**src/rtl/inst_mem_loader_pkg.sv**
```systemverilog
// Shared constants for the instruction-memory boot loader and the memory write port.
// The optional checksum stage is enabled with INST_MEM_LOADER_CHECKSUM_EN (see inst_mem_loader.sv).
package inst_mem_loader_pkg;

  localparam logic [3:0] WIDTH_BYTE = 4'd1;
  localparam logic [3:0] WIDTH_HALF = 4'd2;
  localparam logic [3:0] WIDTH_WORD = 4'd4;

  localparam int HDR_BYTES = 8;

  typedef logic [2:0] state_t;

  localparam state_t ST_HDR_ADDR  = 3'd0;
  localparam state_t ST_HDR_LEN   = 3'd1;
  localparam state_t ST_PAYLOAD   = 3'd2;
  localparam state_t ST_TAIL_HALF = 3'd3;
  localparam state_t ST_TAIL_BYTE = 3'd4;
  localparam state_t ST_CHECKSUM  = 3'd5;
  localparam state_t ST_DONE      = 3'd6;
  localparam state_t ST_ERROR     = 3'd7;

  // Little-endian lane insert, shared by the header capture and the payload packer.
  function automatic logic [31:0] insert_byte(input logic [31:0] word,
                                              input logic [1:0]  lane,
                                              input logic [7:0]  value);
    logic [31:0] result;
    result = word;
    case (lane)
      2'd0:    result[7:0]   = value;
      2'd1:    result[15:8]  = value;
      2'd2:    result[23:16] = value;
      default: result[31:24] = value;
    endcase
    return result;
  endfunction

endpackage

```
**src/rtl/inst_mem_loader_assembler.sv**
```systemverilog
// Byte-to-word packer: collects up to three bytes and presents the completed word
// combinationally on the push that supplies the fourth byte.
module inst_mem_loader_assembler
  import inst_mem_loader_pkg::*;
(
  input  logic        clk,
  input  logic        rst,
  input  logic        clear,
  input  logic        push,
  input  logic [7:0]  in_byte,
  output logic [31:0] word_next,
  output logic        word_done,
  output logic [1:0]  fill_count,
  output logic [23:0] held_bytes
);

  logic [23:0] hold_q, hold_d;
  logic [1:0]  fill_q, fill_d;

  always_comb begin
    word_next = insert_byte({8'h00, hold_q}, fill_q, in_byte);
    word_done = push && (fill_q == 2'd3);
    hold_d    = hold_q;
    fill_d    = fill_q;
    if (clear) begin
      hold_d = '0;
      fill_d = '0;
    end else if (push) begin
      fill_d = fill_q + 2'd1;
      hold_d = word_done ? 24'h0 : word_next[23:0];
    end
  end

  always_ff @(posedge clk) begin
    if (rst) begin
      hold_q <= '0;
      fill_q <= '0;
    end else begin
      hold_q <= hold_d;
      fill_q <= fill_d;
    end
  end

  assign fill_count = fill_q;
  assign held_bytes = hold_q;

endmodule

```
**src/rtl/inst_mem_loader.sv**
```systemverilog
// Boot-time loader: parses an address/length header and streams the program image into
// instruction memory. Define INST_MEM_LOADER_CHECKSUM_EN to require a trailing sum byte.
module inst_mem_loader
  import inst_mem_loader_pkg::*;
#(
  parameter int MEMORY_DEPTH_IN_BYTE = 16384,
  parameter int ADDR_WIDTH           = 32
) (
  input  logic                  clk,
  input  logic                  rst,
  input  logic                  start,
  input  logic                  in_valid,
  input  logic [7:0]            in_data,
  output logic                  in_ready,
  output logic [ADDR_WIDTH-1:0] mem_addr,
  output logic                  mem_write_enable,
  output logic [3:0]            mem_write_width,
  output logic [31:0]           mem_write_data,
  output logic                  cpu_hold,
  output logic                  done,
  output logic                  error
);

`ifdef INST_MEM_LOADER_CHECKSUM_EN
  localparam state_t ST_AFTER_PAYLOAD = ST_CHECKSUM;
`else
  localparam state_t ST_AFTER_PAYLOAD = ST_DONE;
`endif

  state_t                state_q, state_d;
  logic [2:0]            hdr_cnt_q, hdr_cnt_d;
  logic [31:0]           base_q, base_d;
  logic [31:0]           len_q, len_d;
  logic [31:0]           offset_q, offset_d;
  logic [31:0]           count_q, count_d;
  logic [ADDR_WIDTH-1:0] addr_q, addr_d;
  logic                  we_q, we_d;
  logic [3:0]            width_q, width_d;
  logic [31:0]           data_q, data_d;
  logic                  done_q, done_d;
  logic                  error_q, error_d;
  logic                  hold_q, hold_d;
`ifdef INST_MEM_LOADER_CHECKSUM_EN
  logic [7:0]            sum_q, sum_d;
`endif

  logic        accept;
  logic        asm_clear;
  logic        asm_push;
  logic [31:0] asm_word;
  logic        asm_word_done;
  logic [1:0]  asm_fill;
  logic [23:0] asm_held;
  logic [31:0] len_word;
  logic [32:0] bound;

  inst_mem_loader_assembler u_assembler (
    .clk        (clk),
    .rst        (rst),
    .clear      (asm_clear),
    .push       (asm_push),
    .in_byte    (in_data),
    .word_next  (asm_word),
    .word_done  (asm_word_done),
    .fill_count (asm_fill),
    .held_bytes (asm_held)
  );

  // ERROR keeps accepting so the host link never stalls; the bytes are simply dropped.
  always_comb begin
    in_ready = (state_q == ST_HDR_ADDR) || (state_q == ST_HDR_LEN) ||
               (state_q == ST_PAYLOAD)  || (state_q == ST_CHECKSUM) ||
               (state_q == ST_ERROR);
  end

  always_comb begin
    accept    = in_valid && in_ready;
    state_d   = state_q;
    hdr_cnt_d = hdr_cnt_q;
    base_d    = base_q;
    len_d     = len_q;
    offset_d  = offset_q;
    count_d   = count_q;
    addr_d    = addr_q;
    we_d      = 1'b0;
    width_d   = width_q;
    data_d    = data_q;
    asm_clear = 1'b0;
    asm_push  = 1'b0;
    len_word  = insert_byte(len_q, hdr_cnt_q[1:0], in_data);
    bound     = {1'b0, base_q} + {1'b0, len_word};
`ifdef INST_MEM_LOADER_CHECKSUM_EN
    sum_d     = sum_q;
`endif

    if (start && ((state_q == ST_DONE) || (state_q == ST_ERROR))) begin
      state_d   = ST_HDR_ADDR;
      hdr_cnt_d = '0;
      base_d    = '0;
      len_d     = '0;
      offset_d  = '0;
      count_d   = '0;
      asm_clear = 1'b1;
`ifdef INST_MEM_LOADER_CHECKSUM_EN
      sum_d     = '0;
`endif
    end else begin
      case (state_q)
        ST_HDR_ADDR: begin
          if (accept) begin
            base_d    = insert_byte(base_q, hdr_cnt_q[1:0], in_data);
            hdr_cnt_d = hdr_cnt_q + 3'd1;
            if (hdr_cnt_q == 3'd3) state_d = ST_HDR_LEN;
          end
        end
        ST_HDR_LEN: begin
          if (accept) begin
            len_d     = len_word;
            hdr_cnt_d = hdr_cnt_q + 3'd1;
            // The sum is taken one bit wider so a wrapping base cannot slip past the check.
            if (hdr_cnt_q == 3'(HDR_BYTES - 1)) begin
              if (len_word == 32'd0) begin
                state_d = ST_AFTER_PAYLOAD;
              end else if (bound > 33'(MEMORY_DEPTH_IN_BYTE)) begin
                state_d = ST_ERROR;
              end else begin
                state_d   = ST_PAYLOAD;
                offset_d  = '0;
                count_d   = '0;
                asm_clear = 1'b1;
              end
            end
          end
        end
        ST_PAYLOAD: begin
          if (accept) begin
            asm_push = 1'b1;
            count_d  = count_q + 32'd1;
`ifdef INST_MEM_LOADER_CHECKSUM_EN
            sum_d    = sum_q + in_data;
`endif
            if (asm_word_done) begin
              we_d     = 1'b1;
              width_d  = WIDTH_WORD;
              addr_d   = ADDR_WIDTH'(base_q + offset_q);
              data_d   = asm_word;
              offset_d = offset_q + 32'd4;
            end
            if (count_q == len_q - 32'd1) begin
              case (len_q[1:0])
                2'd0:    state_d = ST_AFTER_PAYLOAD;
                2'd1:    state_d = ST_TAIL_BYTE;
                default: state_d = ST_TAIL_HALF;
              endcase
            end
          end
        end
        ST_TAIL_HALF: begin
          we_d    = 1'b1;
          width_d = WIDTH_HALF;
          addr_d  = ADDR_WIDTH'(base_q + offset_q);
          data_d  = {16'h0000, asm_held[15:0]};
          state_d = (asm_fill == 2'd3) ? ST_TAIL_BYTE : ST_AFTER_PAYLOAD;
        end
        ST_TAIL_BYTE: begin
          // With three leftover bytes the half write already covered lanes 0-1.
          we_d    = 1'b1;
          width_d = WIDTH_BYTE;
          addr_d  = ADDR_WIDTH'(base_q + offset_q + {30'd0, asm_fill[1], 1'b0});
          data_d  = {24'h000000, asm_fill[1] ? asm_held[23:16] : asm_held[7:0]};
          state_d = ST_AFTER_PAYLOAD;
        end
`ifdef INST_MEM_LOADER_CHECKSUM_EN
        ST_CHECKSUM: begin
          if (accept) state_d = (in_data == sum_q) ? ST_DONE : ST_ERROR;
        end
`endif
        ST_DONE:  ;
        ST_ERROR: ;
        default:  state_d = ST_HDR_ADDR;
      endcase
    end

    // done waits until the cycle after the final write has been presented.
    done_d  = (state_d == ST_DONE) && !we_d;
    error_d = (state_d == ST_ERROR);
    hold_d  = !done_d;
  end

  always_ff @(posedge clk) begin
    if (rst) begin
      state_q   <= ST_HDR_ADDR;
      hdr_cnt_q <= '0;
      base_q    <= '0;
      len_q     <= '0;
      offset_q  <= '0;
      count_q   <= '0;
      addr_q    <= '0;
      we_q      <= 1'b0;
      width_q   <= '0;
      data_q    <= '0;
      done_q    <= 1'b0;
      error_q   <= 1'b0;
      hold_q    <= 1'b1;
`ifdef INST_MEM_LOADER_CHECKSUM_EN
      sum_q     <= '0;
`endif
    end else begin
      state_q   <= state_d;
      hdr_cnt_q <= hdr_cnt_d;
      base_q    <= base_d;
      len_q     <= len_d;
      offset_q  <= offset_d;
      count_q   <= count_d;
      addr_q    <= addr_d;
      we_q      <= we_d;
      width_q   <= width_d;
      data_q    <= data_d;
      done_q    <= done_d;
      error_q   <= error_d;
      hold_q    <= hold_d;
`ifdef INST_MEM_LOADER_CHECKSUM_EN
      sum_q     <= sum_d;
`endif
    end
  end

  assign mem_addr         = addr_q;
  assign mem_write_enable = we_q;
  assign mem_write_width  = width_q;
  assign mem_write_data   = data_q;
  assign done             = done_q;
  assign error            = error_q;
  assign cpu_hold         = hold_q;

endmodule

```
**config.mk**
```make
export PLATFORM = sky130hd
export DESIGN_NAME = inst_mem_loader
export DESIGN_NICKNAME = d
export VERILOG_FILES = /design/src/rtl/inst_mem_loader_pkg.sv /design/src/rtl/inst_mem_loader_assembler.sv /design/src/rtl/inst_mem_loader.sv
export SDC_FILE = /design/constraint.sdc
export NUM_CORES = 1
export LEC_CHECK = 0
export CAP_MARGIN = 25
export CORE_ASPECT_RATIO = 1.5
export CORE_MARGIN = 10
export CORE_UTILIZATION = 35
export CTS_CLUSTER_SIZE = 14
export DETAILED_ROUTE_END_ITERATION = 10
export PLACE_DENSITY_LB_ADDON = 0.1
export SYNTH_ARGS = -nofsm -noshare
export SYNTH_HDL_FRONTEND = slang
export SYNTH_HIERARCHICAL = 1
export SYNTH_SLANG_ARGS = --single-unit
```
**constraint.sdc**
```tcl
create_clock -name clk -period 11.02 [get_ports clk]
set_input_delay 2.204 -clock clk [delete_from_list [all_inputs] [get_ports clk]]
set_output_delay 2.204 -clock clk [all_outputs]
set_load 0.05 [all_outputs]
```
==> results of run 1 <==
==> synthesized netlist by cell type (all sizes together) (7+ instances only) <==
| cell | instances |
|---|---|
| o2111ai | 18 |
| a211oi | 83 |
| nor4 | 23 |
| a311oi | 11 |
| and3 | 25 |
| and4 | 16 |
| a31oi | 15 |
| xnor2 | 58 |
| buf | 35 |
| a21o | 21 |
| a2111oi | 9 |
| o31ai | 16 |
| o211ai | 20 |
| nand3 | 96 |
| dfxtp | 229 |
| mux2 | 26 |
| nand2 | 159 |
| o22ai | 15 |
| xor2 | 47 |
| nor3 | 53 |
| a31o | 7 |
| or4 | 17 |
| inv | 72 |
| and2 | 23 |
| nor4b | 7 |
| nor3b | 8 |
| nand2b | 9 |
| nand4 | 37 |
| clkbuf | 114 |
| or3 | 51 |
| a222oi | 9 |
| a22o | 25 |
| ha | 79 |
| o21ai | 88 |
| o21a | 14 |
| or2 | 10 |
| a21oi | 196 |
| nor2b | 23 |
| nor2 | 183 |
| mux2i | 41 |
==> critical path, cell delays in order <==
cell and delay (ns):
clkdlybuf4s50_1 0.83, mux2i_1 0.55, inv_1 0.12, ha_1 0.65, a21oi_1 0.24, o21a_1 0.28
a2111o_1 0.41, a311oi_1 0.47, nor3_1 0.12, xor2_1 0.34, o2111ai_2 0.23, nor4_4 0.24
buf_4 0.33, or2_2 0.81, buf_4 0.39, a21oi_1 0.06
==> final cells by class <==
class | count | area share [%]
Antenna cell | 1 | 0.0140
Clock buffer | 33 | 3.90
Clock inverter | 12 | 0.709
Inverter | 72 | 1.52
Multi-Input combinational cell | 1595 | 58.5
Sequential cell | 229 | 25.7
Tap cell | 582 | 4.09
Timing Repair Buffer | 105 | 5.55
==> metal layers <==
layer / part of all wire [%] / vias up / global-route usage [%]
li1: - / 7518 / -
met1: 43 / 7140 / 22.6
met2: 48 / 344 / 33.6
met3: 3.5 / 109 / 2.13
met4: 5.2 / 0 / 9.45
met5: 0 / - / 0
==> state kept, by name, indices dropped and copies added (netlist names) <==
register,cells
cpu_hold,1
mem_write_enable,1
done,1
state_q,3
u_assembler/fill_count,2
mem_addr,32
count_q,32
len_q,32
base_q,32
mem_write_width,3
error,1
mem_write_data,32
u_assembler/held_bytes,24
hdr_cnt_q,3
offset_q,30
==> power by group through the flow <==
stage / registers [mW] / logic, mW / clock network [mW]
3_5_place_dp: 0.873 / 0.342 / 0
4_1_cts: 0.855 / 0.344 / 0.886
2_1_floorplan: 0.862 / 0.250 / 0
3_3_place_gp: 0.873 / 0.341 / 0
6_report: 0.855 / 0.346 / 0.861
5_1_grt: 0.856 / 0.378 / 0.911
==> per-stage QoR <==
| step | util [%] | cell area (sq um) | total power, mW | setup slack (ns) |
|---|---|---|---|---|
| CTS | 39.8 | 17800 | 2.08 | 3.14 |
| global route | 39.8 | 17800 | 2.14 | 2.79 |
| global placement | 37.9 | 17000 | 1.21 | 2.63 |
| detailed placement | 37.9 | 17000 | 1.22 | 2.58 |
| finish | 39.8 | 17800 | 2.06 | 3.10 |
| floorplan | - | 15900 | 1.11 | 4.77 |
==> final timing paths <==
| kind | start | to | slack (ns) | depth (start not counted) |
|---|---|---|---|---|
| min reg2reg | mem_write_data[28] | mem_write_data[28] | 0.45 | 2 |
| max | in_data[5] | offset_q[29] | 3.10 | 16 |
| min | mem_write_data[28] | mem_write_data[28] | 0.45 | 2 |
| max reg2reg | hdr_cnt_q[0] | offset_q[29] | 4.50 | 16 |
==> cell families (layout without fill, tap and decap cells) <==
| group | after synthesis | in the layout |
|---|---|---|
| flip-flops | 229 | 229 |
| AND/OR/NAND/NOR | 752 | 752 |
| adder cells (fa/ha/maj) | 81 | 81 |
| multiplexers | 67 | 67 |
| other | 1 | 2 |
| buffers and inverters | 221 | 222 |
| AO/OA/AOI/OAI | 589 | 589 |
| XOR/XNOR | 105 | 105 |
==> metrics.txt, run 1 <==
status=completed; Slew @ Worst Pin=1.06 ns; f_max=126 MHz; vias in the first global route=14382; nets=2120; Post-CTS Setup Bufs=0; initial antenna violation count=1; WP data arrival=8.34 ns; DR pass1 iterations=6; post-synthesis mux area share=4.43%; Synth Warn #=6; Adder-Cell Fraction of Synth Area=6.41%; layout cell share with drive strength beyond 1=7.77%; Initial Utilization=35.4%; clock slew seen by the registers of the worst setup and hold paths=0.06 ns; clock skew=0.0205 ns; CTS resizes=0; Synth Instances=2045; root buffer cell=clkbuf_16; worst hold path type=register to register; final hold vios=0; switching share of total power=29.4%; IO Count=85; simple-gate area share of the yosys netlist=24.2%; largest family of logic cells by synthesized area=compound AO/OA/AOI/OAI gates; VDD IR max=81.8 uV; max_slew headroom=27.4%; commonest cells after routing, fill and taps aside=dfxtp_1, a21oi_1, nor2_1; clock buffer depth=3; gr ovfl total=0; pwr dens=116 nW/um^2; TritonCTS clock tree=built; Leak=6.47 nW; Layout area overhead=12.2%; WP data required=11.44 ns; WS Path Type=input pin to register; drt drc=0; Post-Syn Nets=2137; fillers=4581; Placer Congestion=0.945; distinct cell type count after synthesis=88; Post-Syn Area=15900 sq um; via count=15111; top_reg_cell synth=dfxtp_1; HPWL Detailed=41.4 mm; Clk network pwr share=41.8%; sequential group share of total power=41.5%; CTS buffer count=25; pin count of the biggest net entering global routing=89; Total Die Area=54500 sq um; core area=44800 sq um; global-route wire length before repair=84.5 mm; H-tree depth=1; # rows=95; synthesized flop and latch total=229; IO buf count=83; Vias/cell=5.75; CTS Hold Bufs=0; global-route usage over all layers=19.1%; post-route ant nets=0; top cell type by total area after synthesis=dfxtp_1; Clock Sinks=229; post-placement cell count=2582; CP startpoint kind=input pin; critical path peak fanout=42; syn_area_per_cell=7.76 sq um; fin crit share=71.8%; Initial DRC Count=1034; die span in x=194 um; Setup TNS=0 ns; Layout Cells excl Fill=2629; Die Y=281 um; post-synth top area share=28.9%; # Max-Cap Violations=0; Comb power frac=16.8%; RSZ-0062 raised after global routing=false; Post-synth EDFFs=0; P_sw=0.606 mW; CP endpoint kind=register; minimum clock period=7.92 ns; area share of xor/xnor cells in the synthesized design=5.79%; commonest non-fill, non-tap cell in the layout=dfxtp_1; dominant cells by area after synthesis=dfxtp_1, ha_1, a21oi_1; register area=4580 sq um; pins over their slew limit=0; Synth Area in Compound Gates=24.6%; Worst Hold Slack=0.451 ns; clk_lat worst skew=0.56 ns; internal power=1.46 mW; area taken by multi-input logic gates=10400 sq um; Seq/Total Area, Yosys=28.9%; WL per Instance=20.7 um; WL final=54.4 mm; asr flop ratio synth=0%; final setup vio count=0
(Power assumes the default switching activity.)
==> inputs of run 2 (changes only) <==
==> constraint.sdc (replaced) <==
create_clock -name clk -period 7.3 [get_ports clk]
set_input_delay 1.46 -clock clk [delete_from_list [all_inputs] [get_ports clk]]
set_output_delay 1.46 -clock clk [all_outputs]
set_load 0.05 [all_outputs]
==> metrics.txt, run 2 (synthesized netlist as in run 1, its figures left out) <==
core area=44800 sq um (unchanged); M3 GR Usage=2.15% (+0.012 points); TritonCTS clock tree=built; CTS resizes=0 (unchanged); layout cell share with drive strength beyond 1=8.35% (+0.57 points); f_max=157 MHz; total power=3.07 mW (+49%); busiest grt layer=met2; Initial Utilization=35.4% (unchanged); clock skew=0.0328 ns (+0.0123 ns); commonest non-fill, non-tap cell in the layout=dfxtp_1; IO buf count=83 (unchanged); WP data arrival=6.85 ns (-1.49 ns); WL per Instance=20.5 um (-0.99%); internal power=2.16 mW (+48%); pin count of the biggest net entering global routing=80 (-10%); CTS buffer count=25 (unchanged); post-route ant nets=0 (unchanged); met1 Resource Use GR=23.1% (+0.56 points); worst hold path type=register to register; area taken by multi-input logic gates=10400 sq um (unchanged); IO Count=85 (unchanged); Setup TNS=0 ns (unchanged); pwr dens=171 nW/um^2 (+48%); Die Y=281 um (unchanged); max_slew headroom=40.8% (+13 points); WP data required=7.79 ns (-3.65 ns); fillers=4694 (+2.5%); Initial DRC Count=953 (-7.8%); RSZ-0062 raised after global routing=false; CP Launch Point=in_data[4]; final hold vios=0 (unchanged); FF-to-FF Start=hdr_cnt_q[0]; commonest cells after routing, fill and taps aside=dfxtp_1, a21oi_1, nor2_1; # Max-Cap Violations=0 (unchanged); Slew @ Worst Pin=0.876 ns (-0.186 ns); P_sw=0.910 mW (+50%); critical path peak fanout=21 (-50%); register area=4580 sq um (unchanged); H-tree depth=1 (unchanged); die span in x=194 um (unchanged); Vias/cell=5.75 (about the same); Leak=6.53 nW (+0.94%); initial antenna violation count=0 (-1); met2 Track Usage GR=33.7% (+0.071 points); sequential group share of total power=42.0% (+0.5 points); nets=2135 (+0.71%); Post-CTS Setup Bufs=0 (unchanged); clock slew seen by the registers of the worst setup and hold paths=0.06 ns (about the same); CTS Hold Bufs=0 (unchanged); Layout area overhead=12.8%; root buffer cell=clkbuf_16; minimum clock period=6.36 ns; gr ovfl total=0 (unchanged); number of diodes=0 (-1); # rows=95 (unchanged); Placer Congestion=0.894 (-5.4%); final setup vio count=0 (unchanged); WL final=54.1 mm (-0.47%); status=completed; min-delay src=mem_write_data[17]; clock buffer depth=3 (unchanged); global-route usage over all layers=19.0% (-0.063 points); vias in the first global route=14513 (+0.91%); Comb power frac=17.1% (+0.3 points); CP endpoint kind=register; HPWL Detailed=42.1 mm (+1.7%); fin crit share=87.2%; pins over their slew limit=0 (unchanged); via count=15191 (+0.53%); DR pass1 iterations=5 (-1); Clock Sinks=229 (unchanged); clk_lat worst skew=0.56 ns (about the same); VDD IR max=180 uV (+120%); drt drc=0 (unchanged); fin util=40.0% (+0.19 points); switching share of total power=29.7% (+0.29 points); global-route wire length before repair=85.0 mm (+0.52%); WS Path Type=input pin to register; CP startpoint kind=input pin; Total Die Area=54500 sq um (unchanged); Clk network pwr share=40.8% (-1.0 points)
## run 2: cell count changes in the layout (fill, tap and decap cells not counted)
cell       before  now
clkinv_4        2    0
buf_4          21   35
clkbuf_8        4    6
buf_12          0    1
diode_2         1    0
bufinv_16       2    0
clkbuf_1        4    6
inv_6           1    2
clkinv_2        5    4
## run 2: final cells by class
cell class / count / area share [%]
inverters: 72 / 1.51
repair buffers: 120 / 6.22
clock buffers: 37 / 4.08
flip-flops and latches: 229 / 25.6
multi-input cells: 1595 / 58.2
clock inverters: 8 / 0.293
well taps: 582 / 4.07
## run 2: per-layer routing
layer,share of wire [%],routed length (um)
met5,0,0
met4,3.6,1930
met3,3.7,1980
met2,49,26400
met1,44,23800
## run 2: path summary, 6_finish.rpt
path / end / slack, ns / cells past startpoint
max: count_q[31] / 0.94 / 17
min: mem_write_data[17] / 0.45 / 2
min reg2reg: mem_write_data[17] / 0.45 / 2
max reg2reg: count_q[31] / 1.36 / 17
## run 2: power by group through the flow
stage	clock (mW)	combinational [mW]	sequential, mW
after global routing	1.33	0.579	1.29
after CTS	1.29	0.525	1.29
after detailed placement	0	0.522	1.32
final	1.25	0.525	1.29
after global placement	0	0.520	1.32
after floorplan	0	0.377	1.30
## run 2: worst max-delay path, cell delays in order
cell and delay [ns]:
clkdlybuf4s50_1 0.63, mux2i_1 0.37, inv_1 0.16, ha_1 0.42
a21oi_1 0.37, o21ai_0 0.32, or4_1 0.53, o311ai_0 0.11
a2111oi_0 0.16, buf_4 0.20, a221oi_2 0.19, o2111ai_2 0.21
nor4_4 0.23, buf_4 0.36, o2111ai_1 0.48, or3_1 0.50
a21oi_1 0.14
## run 2: stage by stage
| stage | std cells | hold WS (ns) | worst slack, ns | cell area [sq um] |
|---|---|---|---|---|
| after global placement | 2597 | 0.439 | 0.369 | 17100 |
| after CTS | 2643 | 0.451 | 0.969 | 17900 |
| after floorplan | 2045 | 0.454 | 1.79 | 15900 |
| after detailed placement | 2598 | 0.445 | 0.381 | 17100 |
| final | 2643 | 0.447 | 0.937 | 17900 |
| after global routing | 2643 | 0.461 | 0.571 | 17900 |
